File: config.mk
export PLATFORM = sky130hd
export DESIGN_NAME = rc4_decrypt_core
export DESIGN_NICKNAME = d
export VERILOG_FILES = /design/src/rtl/rc4_decrypt_core.sv
export SDC_FILE = /design/constraint.sdc
export NUM_CORES = 1
export LEC_CHECK = 0
export CORE_ASPECT_RATIO = 0.5
export CORE_MARGIN = 2
export CORE_UTILIZATION = 31
export DETAILED_ROUTE_END_ITERATION = 12
export PLACE_DENSITY = 0.63
export SYNTH_ARGS = -nofsm -noshare
export SYNTH_HDL_FRONTEND = slang
export SYNTH_SLANG_ARGS = --single-unit
File: constraint.sdc
create_clock -name CLOCK_50 -period 3.5 [get_ports CLOCK_50]
set_input_delay 0.7 -clock CLOCK_50 [delete_from_list [all_inputs] [get_ports CLOCK_50]]
set_output_delay 0.7 -clock CLOCK_50 [all_outputs]
set_load 0.02 [all_outputs]
File: src/rtl/rc4_decrypt_core.sv
// rc4_decrypt_core: self-contained RC4 engine (S-box init, key schedule, PRGA
// decrypt) driving external single-port S RAM, encrypted ROM and decrypted RAM.
// Memory reads: address in cycle n, data sampled at the end of cycle n+1.
// Timing: INIT 256 cycles, T_ksa = 6 cycles per KSA iteration,
// T_prga = 8 cycles per PRGA byte; total busy = 256 + 256*6 + n*8.
module rc4_decrypt_core #(
  parameter int KEY_LENGTH  = 3,
  parameter int MSG_LENGTH  = 32,
  parameter bit CHECK_ASCII = 1'b1,
  parameter int AW          = $clog2(MSG_LENGTH)
) (
  input  logic                    CLOCK_50,
  input  logic                    reset,
  input  logic                    start,
  input  logic [8*KEY_LENGTH-1:0] secret_key,
  output logic [7:0]              s_address,
  output logic [7:0]              s_data,
  output logic                    s_wren,
  input  logic [7:0]              s_q,
  output logic [AW-1:0]           enc_address,
  input  logic [7:0]              enc_q,
  output logic [AW-1:0]           dec_address,
  output logic [7:0]              dec_data,
  output logic                    dec_wren,
  output logic                    busy,
  output logic                    done,
  output logic                    key_valid
);

  typedef enum logic [4:0] {
    ST_IDLE, ST_INIT,
    K_RDI, K_WI, K_RDJ, K_WJ, K_WRI, K_WRJ,
    P_RDI, P_WI, P_RDJ, P_WJ, P_WRI, P_WRJ, P_RDF, P_WF,
    ST_DONE
  } state_e;

  state_e                  state_q, state_d;
  logic [7:0]              i_q, i_d, j_q, j_d, si_q, si_d, sj_q, sj_d;
  logic [5:0]              kidx_q, kidx_d;
  logic [AW-1:0]           k_q, k_d;
  logic [8*KEY_LENGTH-1:0] key_q, key_d;
  logic                    valid_q, valid_d;
  logic [7:0]              keyByte;
  logic [7:0]              plainByte;
  logic                    plainOk;

  // Select key byte (i mod KEY_LENGTH) from the latched key, MSB byte first
  always_comb begin
    keyByte = 8'h00;
    for (int b = 0; b < KEY_LENGTH; b++) begin
      if (kidx_q == 6'(b)) keyByte = key_q[8*(KEY_LENGTH-1-b) +: 8];
    end
  end

  assign plainByte = s_q ^ enc_q;
  assign plainOk   = !CHECK_ASCII ||
                     ((plainByte >= 8'h61) && (plainByte <= 8'h7A)) ||
                     (plainByte == 8'h20);

  // State register with synchronous reset
  always_ff @(posedge CLOCK_50) begin
    if (reset) state_q <= ST_IDLE;
    else       state_q <= state_d;
  end

  // Datapath registers: indices, swap operands, latched key and verdict
  always_ff @(posedge CLOCK_50) begin
    if (reset) begin
      i_q <= '0; j_q <= '0; si_q <= '0; sj_q <= '0;
      kidx_q <= '0; k_q <= '0; key_q <= '0; valid_q <= 1'b0;
    end else begin
      i_q <= i_d; j_q <= j_d; si_q <= si_d; sj_q <= sj_d;
      kidx_q <= kidx_d; k_q <= k_d; key_q <= key_d; valid_q <= valid_d;
    end
  end

  // Next-state and datapath update logic for the three RC4 phases
  always_comb begin
    state_d = state_q;
    i_d = i_q; j_d = j_q; si_d = si_q; sj_d = sj_q;
    kidx_d = kidx_q; k_d = k_q; key_d = key_q; valid_d = valid_q;
    case (state_q)
      ST_IDLE, ST_DONE: begin
        if (start) begin
          key_d = secret_key;
          i_d = '0; j_d = '0; kidx_d = '0; k_d = '0; valid_d = 1'b0;
          state_d = ST_INIT;
        end
      end
      ST_INIT: begin
        i_d = i_q + 8'd1;
        if (i_q == 8'd255) state_d = K_RDI;
      end
      K_RDI: state_d = K_WI;
      K_WI: begin
        si_d = s_q;
        j_d = j_q + s_q + keyByte;
        state_d = K_RDJ;
      end
      K_RDJ: state_d = K_WJ;
      K_WJ: begin
        sj_d = s_q;
        state_d = K_WRI;
      end
      K_WRI: state_d = K_WRJ;
      K_WRJ: begin
        i_d = i_q + 8'd1;
        kidx_d = (kidx_q == 6'(KEY_LENGTH - 1)) ? 6'd0 : kidx_q + 6'd1;
        if (i_q == 8'd255) begin
          j_d = '0;
          k_d = '0;
          state_d = P_RDI;
        end else begin
          state_d = K_RDI;
        end
      end
      P_RDI: begin
        i_d = i_q + 8'd1;
        state_d = P_WI;
      end
      P_WI: begin
        si_d = s_q;
        j_d = j_q + s_q;
        state_d = P_RDJ;
      end
      P_RDJ: state_d = P_WJ;
      P_WJ: begin
        sj_d = s_q;
        state_d = P_WRI;
      end
      P_WRI: state_d = P_WRJ;
      P_WRJ: state_d = P_RDF;
      P_RDF: state_d = P_WF;
      P_WF: begin
        if (!plainOk) begin
          valid_d = 1'b0;
          state_d = ST_DONE;
        end else if (k_q == AW'(MSG_LENGTH - 1)) begin
          valid_d = 1'b1;
          state_d = ST_DONE;
        end else begin
          k_d = k_q + 1'b1;
          state_d = P_RDI;
        end
      end
      default: state_d = ST_IDLE;
    endcase
  end

  // Memory strobes and status outputs decoded from the current state
  always_comb begin
    s_address = '0; s_data = '0; s_wren = 1'b0;
    enc_address = '0; dec_address = '0; dec_data = '0; dec_wren = 1'b0;
    busy = (state_q != ST_IDLE) && (state_q != ST_DONE);
    done = (state_q == ST_DONE);
    key_valid = (state_q == ST_DONE) && valid_q;
    case (state_q)
      ST_INIT: begin
        s_address = i_q; s_data = i_q; s_wren = 1'b1;
      end
      K_RDI, K_WI, P_WI:  s_address = i_q;
      P_RDI:              s_address = i_q + 8'd1;
      K_RDJ, K_WJ, P_RDJ, P_WJ: s_address = j_q;
      K_WRI, P_WRI: begin
        s_address = i_q; s_data = sj_q; s_wren = 1'b1;
      end
      K_WRJ, P_WRJ: begin
        s_address = j_q; s_data = si_q; s_wren = 1'b1;
      end
      P_RDF: s_address = si_q + sj_q;
      P_WF: begin
        s_address = si_q + sj_q;
        dec_address = k_q; dec_data = plainByte; dec_wren = 1'b1;
      end
      default: ;
    endcase
    if ((state_q >= P_RDI) && (state_q <= P_WF)) enc_address = k_q;
  end

endmodule

# Yosys cells after proc, flatten, opt, wreduce, memory -nomap -nowiden
# Cells that the tools add are included.
# word_totals
regBits,73
output_inout_bits,39
word_cells,110
# classes
n_addsub,6
bitwise_logic,1
eq_ne,28
mux,32
magnitude_cmp,4
n_reduce_logical,30
# op_table
operator,n
5-bit case mux with 16 select lines,1
8-bit case mux with 4 select lines,2
5-bit two-way mux,10
8-bit two-way mux,6
"5-bit by 4-bit == test with 1-bit output, second input constant",8
8-bit adder,3
8-bit case mux with 3 select lines,1
"5-bit by 3-bit == test with 1-bit output, second input constant",4
8-bit case mux with 2 select lines,1
5-bit case mux with 3 select lines,1
6-bit two-way mux,2
6-bit case mux with 2 select lines,1
2-bit OR reduction,6
6-bit OR reduction,2
"5-bit by 2-bit == test with 1-bit output, second input constant",2
"5-bit == test, second input constant",2
"2-bit inequality test, second input constant",5
"8-bit by 1-bit adder with 8-bit output, second input constant",1
"8-bit by 6-bit == test with 1-bit output, second input constant",1
"8-bit == test, second input constant",1
"8-bit by 7-bit greater-or-equal comparator with 1-bit output, second input constant",1
"8-bit by 7-bit less-or-equal comparator with 1-bit output, second input constant",1
2-bit AND reduction,4
8-bit bitwise XOR,1
24 further kinds,34

# Logic depth before layout (Yosys ltp)
# Gate-level depths: netlist of run 1.
# logic_depth
depth_word,6
depth_mapped,16

# Worst setup path before layout of run 1
# OpenSTA, ideal clock, no wires.
# synth_timing
kind,input to register
start,input s_q[0]
end,register j_q[7]
path_slack_ns,0.449
stages,14
arrival_time_ns,2.966
n_path_buf,0
cell_sequence,ha_1 inv_1 fa_1 nor2b_1 o21a_1 nor2_1 xnor2_1 ha_1 nand3_1 o211ai_1 o41ai_1 xor2_1 xnor2_1 a211oi_1
# synth_between
elab_chain_len,3
# synth_rtl
item,line,source
start: declaration,19,"input logic [7:0] s_q,"
8-bit adder *,"97, 123",
8-bit adder,97,j_d = j_q + s_q + keyByte;
8-bit case mux with 4 select lines *,82,case (state_q)
end signal: assignment,72,i_q <= i_d; j_q <= j_d; si_q <= si_d; sj_q <= sj_d;
end: declaration,38,"logic [7:0] i_q, i_d, j_q, j_d, si_q, si_d, sj_q, sj_d;"
# Mark *: on every way between the ends. The rest lies on a longest branch, timed or not.
# A chain may end at the register's enable or synchronous reset.

# Final worst setup path of run 1
# layout_timing
start,register sj_q[1]
end,output s_address[7]
# layout_between
elab_chain_len,2
# layout_rtl
item,line,source
start: declaration,38,
start signal: assignment,72,
8-bit adder,"170, 172",
8-bit case mux with 4 select lines,157,case (state_q)
end: declaration,16,"output logic [7:0] s_address,"
# Every way passes these cells.

==> results of run 1 <==
==> critical path, stage by stage (launching register included) <==
cell	delay, ns
dfxtp_1	0.41
ha_1	0.26
a21o_1	0.17
a21oi_2	0.19
nor2b_1	0.07
o21a_1	0.19
o41a_1	0.32
xnor2_1	0.13
a221o_1	0.31
dlygate4sd2_1	0.33
==> layer usage <==
layer  vias up  part of all wire (%)  track usage [%]
li1       2386                     -                -
met1      2161                    50             22.8
met2       113                    45             27.3
met3        16                   4.3             2.90
met4         0                   1.3             3.93
met5         -                     0                0
==> worst paths after layout <==
path	from	end	slack, ns	cells past startpoint
max	sj_q[1]	s_address[7]	0.09	9
min	key_q[1]	key_q[1]	0.46	2
max reg2reg	kidx_q[2]	j_q[6]	0.23	15
min reg2reg	key_q[1]	key_q[1]	0.46	2
==> logic make-up after synthesis <==
logic type                 Yosys count  synth area share, %
and+or+nand+nor                    259                 25.0
buffers and inverters               54                 4.37
DFF                                 73                 30.6
xor gates and xnor gates            38                 6.96
adders and majority gates           31                 8.58
muxes                               24                 5.02
AOI/OAI and AO/OA                  147                 19.4
==> synth_stat cells (all sizes together), types with 3 or more instances <==
cell type | number | share of area (%)
a211oi | 4 | 0.63
a21o | 7 | 1.1
a21oi | 59 | 6.2
a221o | 5 | 1.0
a222oi | 6 | 1.3
a22oi | 15 | 2.4
a31oi | 3 | 0.39
and2 | 12 | 1.6
and3 | 14 | 1.8
buf | 6 | 0.60
clkbuf | 31 | 2.4
dfxtp | 73 | 31
fa | 3 | 1.3
ha | 28 | 7.3
inv | 17 | 1.3
mux2i | 24 | 5.0
nand2 | 86 | 6.8
nand2b | 5 | 0.65
nand3 | 14 | 1.5
nand4 | 4 | 0.52
nor2 | 85 | 6.7
nor2b | 12 | 1.6
nor3 | 9 | 0.94
nor4 | 6 | 1.1
o21a | 5 | 0.79
o21ai | 24 | 2.5
o22ai | 5 | 0.65
or3 | 3 | 0.39
xnor2 | 29 | 5.3
xor2 | 9 | 1.6
==> metrics by stage <==
step / instance area, µm² / utilization, %
2_1_floorplan: 4780 / -
3_3_place_gp: 6000 / 39.3
3_5_place_dp: 6000 / 39.3
4_1_cts: 6340 / 41.6
5_1_grt: 6370 / 41.8
6_report: 6370 / 41.8
==> flip-flops by register name, indices dropped and copies added, names as in the netlist <==
signal	cells
i_q	8
valid_q	1
state_q	5
sj_q	8
k_q	5
key_q	24
si_q	8
j_q	8
kidx_q	6
==> power by group <==
part | total [mW] | switching, mW | internal [mW]
Sequential | 0.916 | 0.0408 | 0.875
Clock | 1.07 | 0.370 | 0.700
Combinational | 0.704 | 0.392 | 0.312
Total | 2.69 | 0.803 | 1.89
==> repair_timing <==
item,CTS,global route
gates cloned,0,0
endpoints found under the setup margin,2,5
pin swaps,0,4
setup buffers,0,0
gates resized for setup,2,11
==> cell type report <==
class                           instances  area [µm²]
Fill cell                            1545        8880
Multi-Input combinational cell        499        3140
Sequential cell                        73        1460
Timing Repair Buffer                  121        1100
Tap cell                              204         255
Clock buffer                           10         229
Clock inverter                          6         116
Inverter                               17        63.8
==> qor.yml, run 1 <==
ios: 82
ant_nets: 0
yosysSeqAreaShare_pct: 30.6
synth_edf_count: 0
fin_ws_ns: 0.0929
clock_skew_ns: 0.00530
yosys_register_bits: 73
fin_crit_sh_pct: 97.3
vias: 4676
dp_hpwl_um: 10400
ctsLongestPathBuffers: 2
grt_pass1_vias: 4417
vdd_drop_max_uv: 209
cts_tree: "done"
chipHeight_um: 91.8
power_density_nw_per_um2: 422
grt_pass1_wl_um: 22300
drt-pass1-iter-count: 5
worstMarginPinSlew_ns: 0.736
drv_cap: 0
num_rows: 32
cts_sinks: 73
core_um2: 15300
startpoint_type: "register"
layout_commonest_cell: "nand2_1"
gp_congestion: 0.864
finalHoldViolations: 0
grt-ovfl-total: 0
period_needed_ns: 3.41
dpl.cell_count: 914
grt_max_degree: 39
insertedDiodeCount: 0
end_kind: "output pin"
rsz0062_at_grt: "false"
fmax_mhz: 294
clk_latency_ns: 0.34
worst_slew_margin_rel_pct: 51.0
avgSynthCellArea_um2: 7.64
yosysWarnings: 0
drtIter0Drc: 251
critPathArrivalTime_ns: 2.71
hp-class: "register to register"
finalSetupTns_ns: 0
holdWs_ns: 0.456
layoutNonFillerInstCount: 930
drive_gt1_share_pct: 9.78
setup_violations: 0
antenna_found_initial: 0
clkTransAtPathRegs_ns: 0.06
post-place-ws_ns: -0.307
cts_made_buffers: 9
wl_per_cell_um: 14.6
syn_to_final_growth_pct: 33.2
h-tree-depth: 3
die_w_um: 180
drv_slew: 0
grt_usage_pct: 16.6
crit_required_ns: 2.80
port_buffers: 81
via_per_inst: 5.03
wirelength_um: 13500
syn_inst: 626
start_util_pct: 31.3
async_reset_ff_share_pct: 0
ys.flop_type: "dfxtp_1"
netlist_area_um2: 4780
die_area_um2: 16500
cp_max_fo: 4
status: "finished clean"
syn_nets: 700
total_power_mw: 2.69
postCtsHoldBufs: 0
cts_root_buf: "clkbuf_16"
synth.distinct_cells: 56
p_leak_nw: 2.63
final_cell_mix: "nand2_1 (86), nor2_1 (83), clkdlybuf4s50_1 (77)"
nNetsFinal: 795
drc: 0
critPathKind: "register to output pin"
No activity file was read; power rests on OpenSTA's default activity.
==> run 2: changes to the inputs <==
ABC_CLOCK_PERIOD_IN_PS = 3500   (was default)
==> results of run 2 <==
Same layout as run 1: the final DEF is identical, and so are final timing and power.
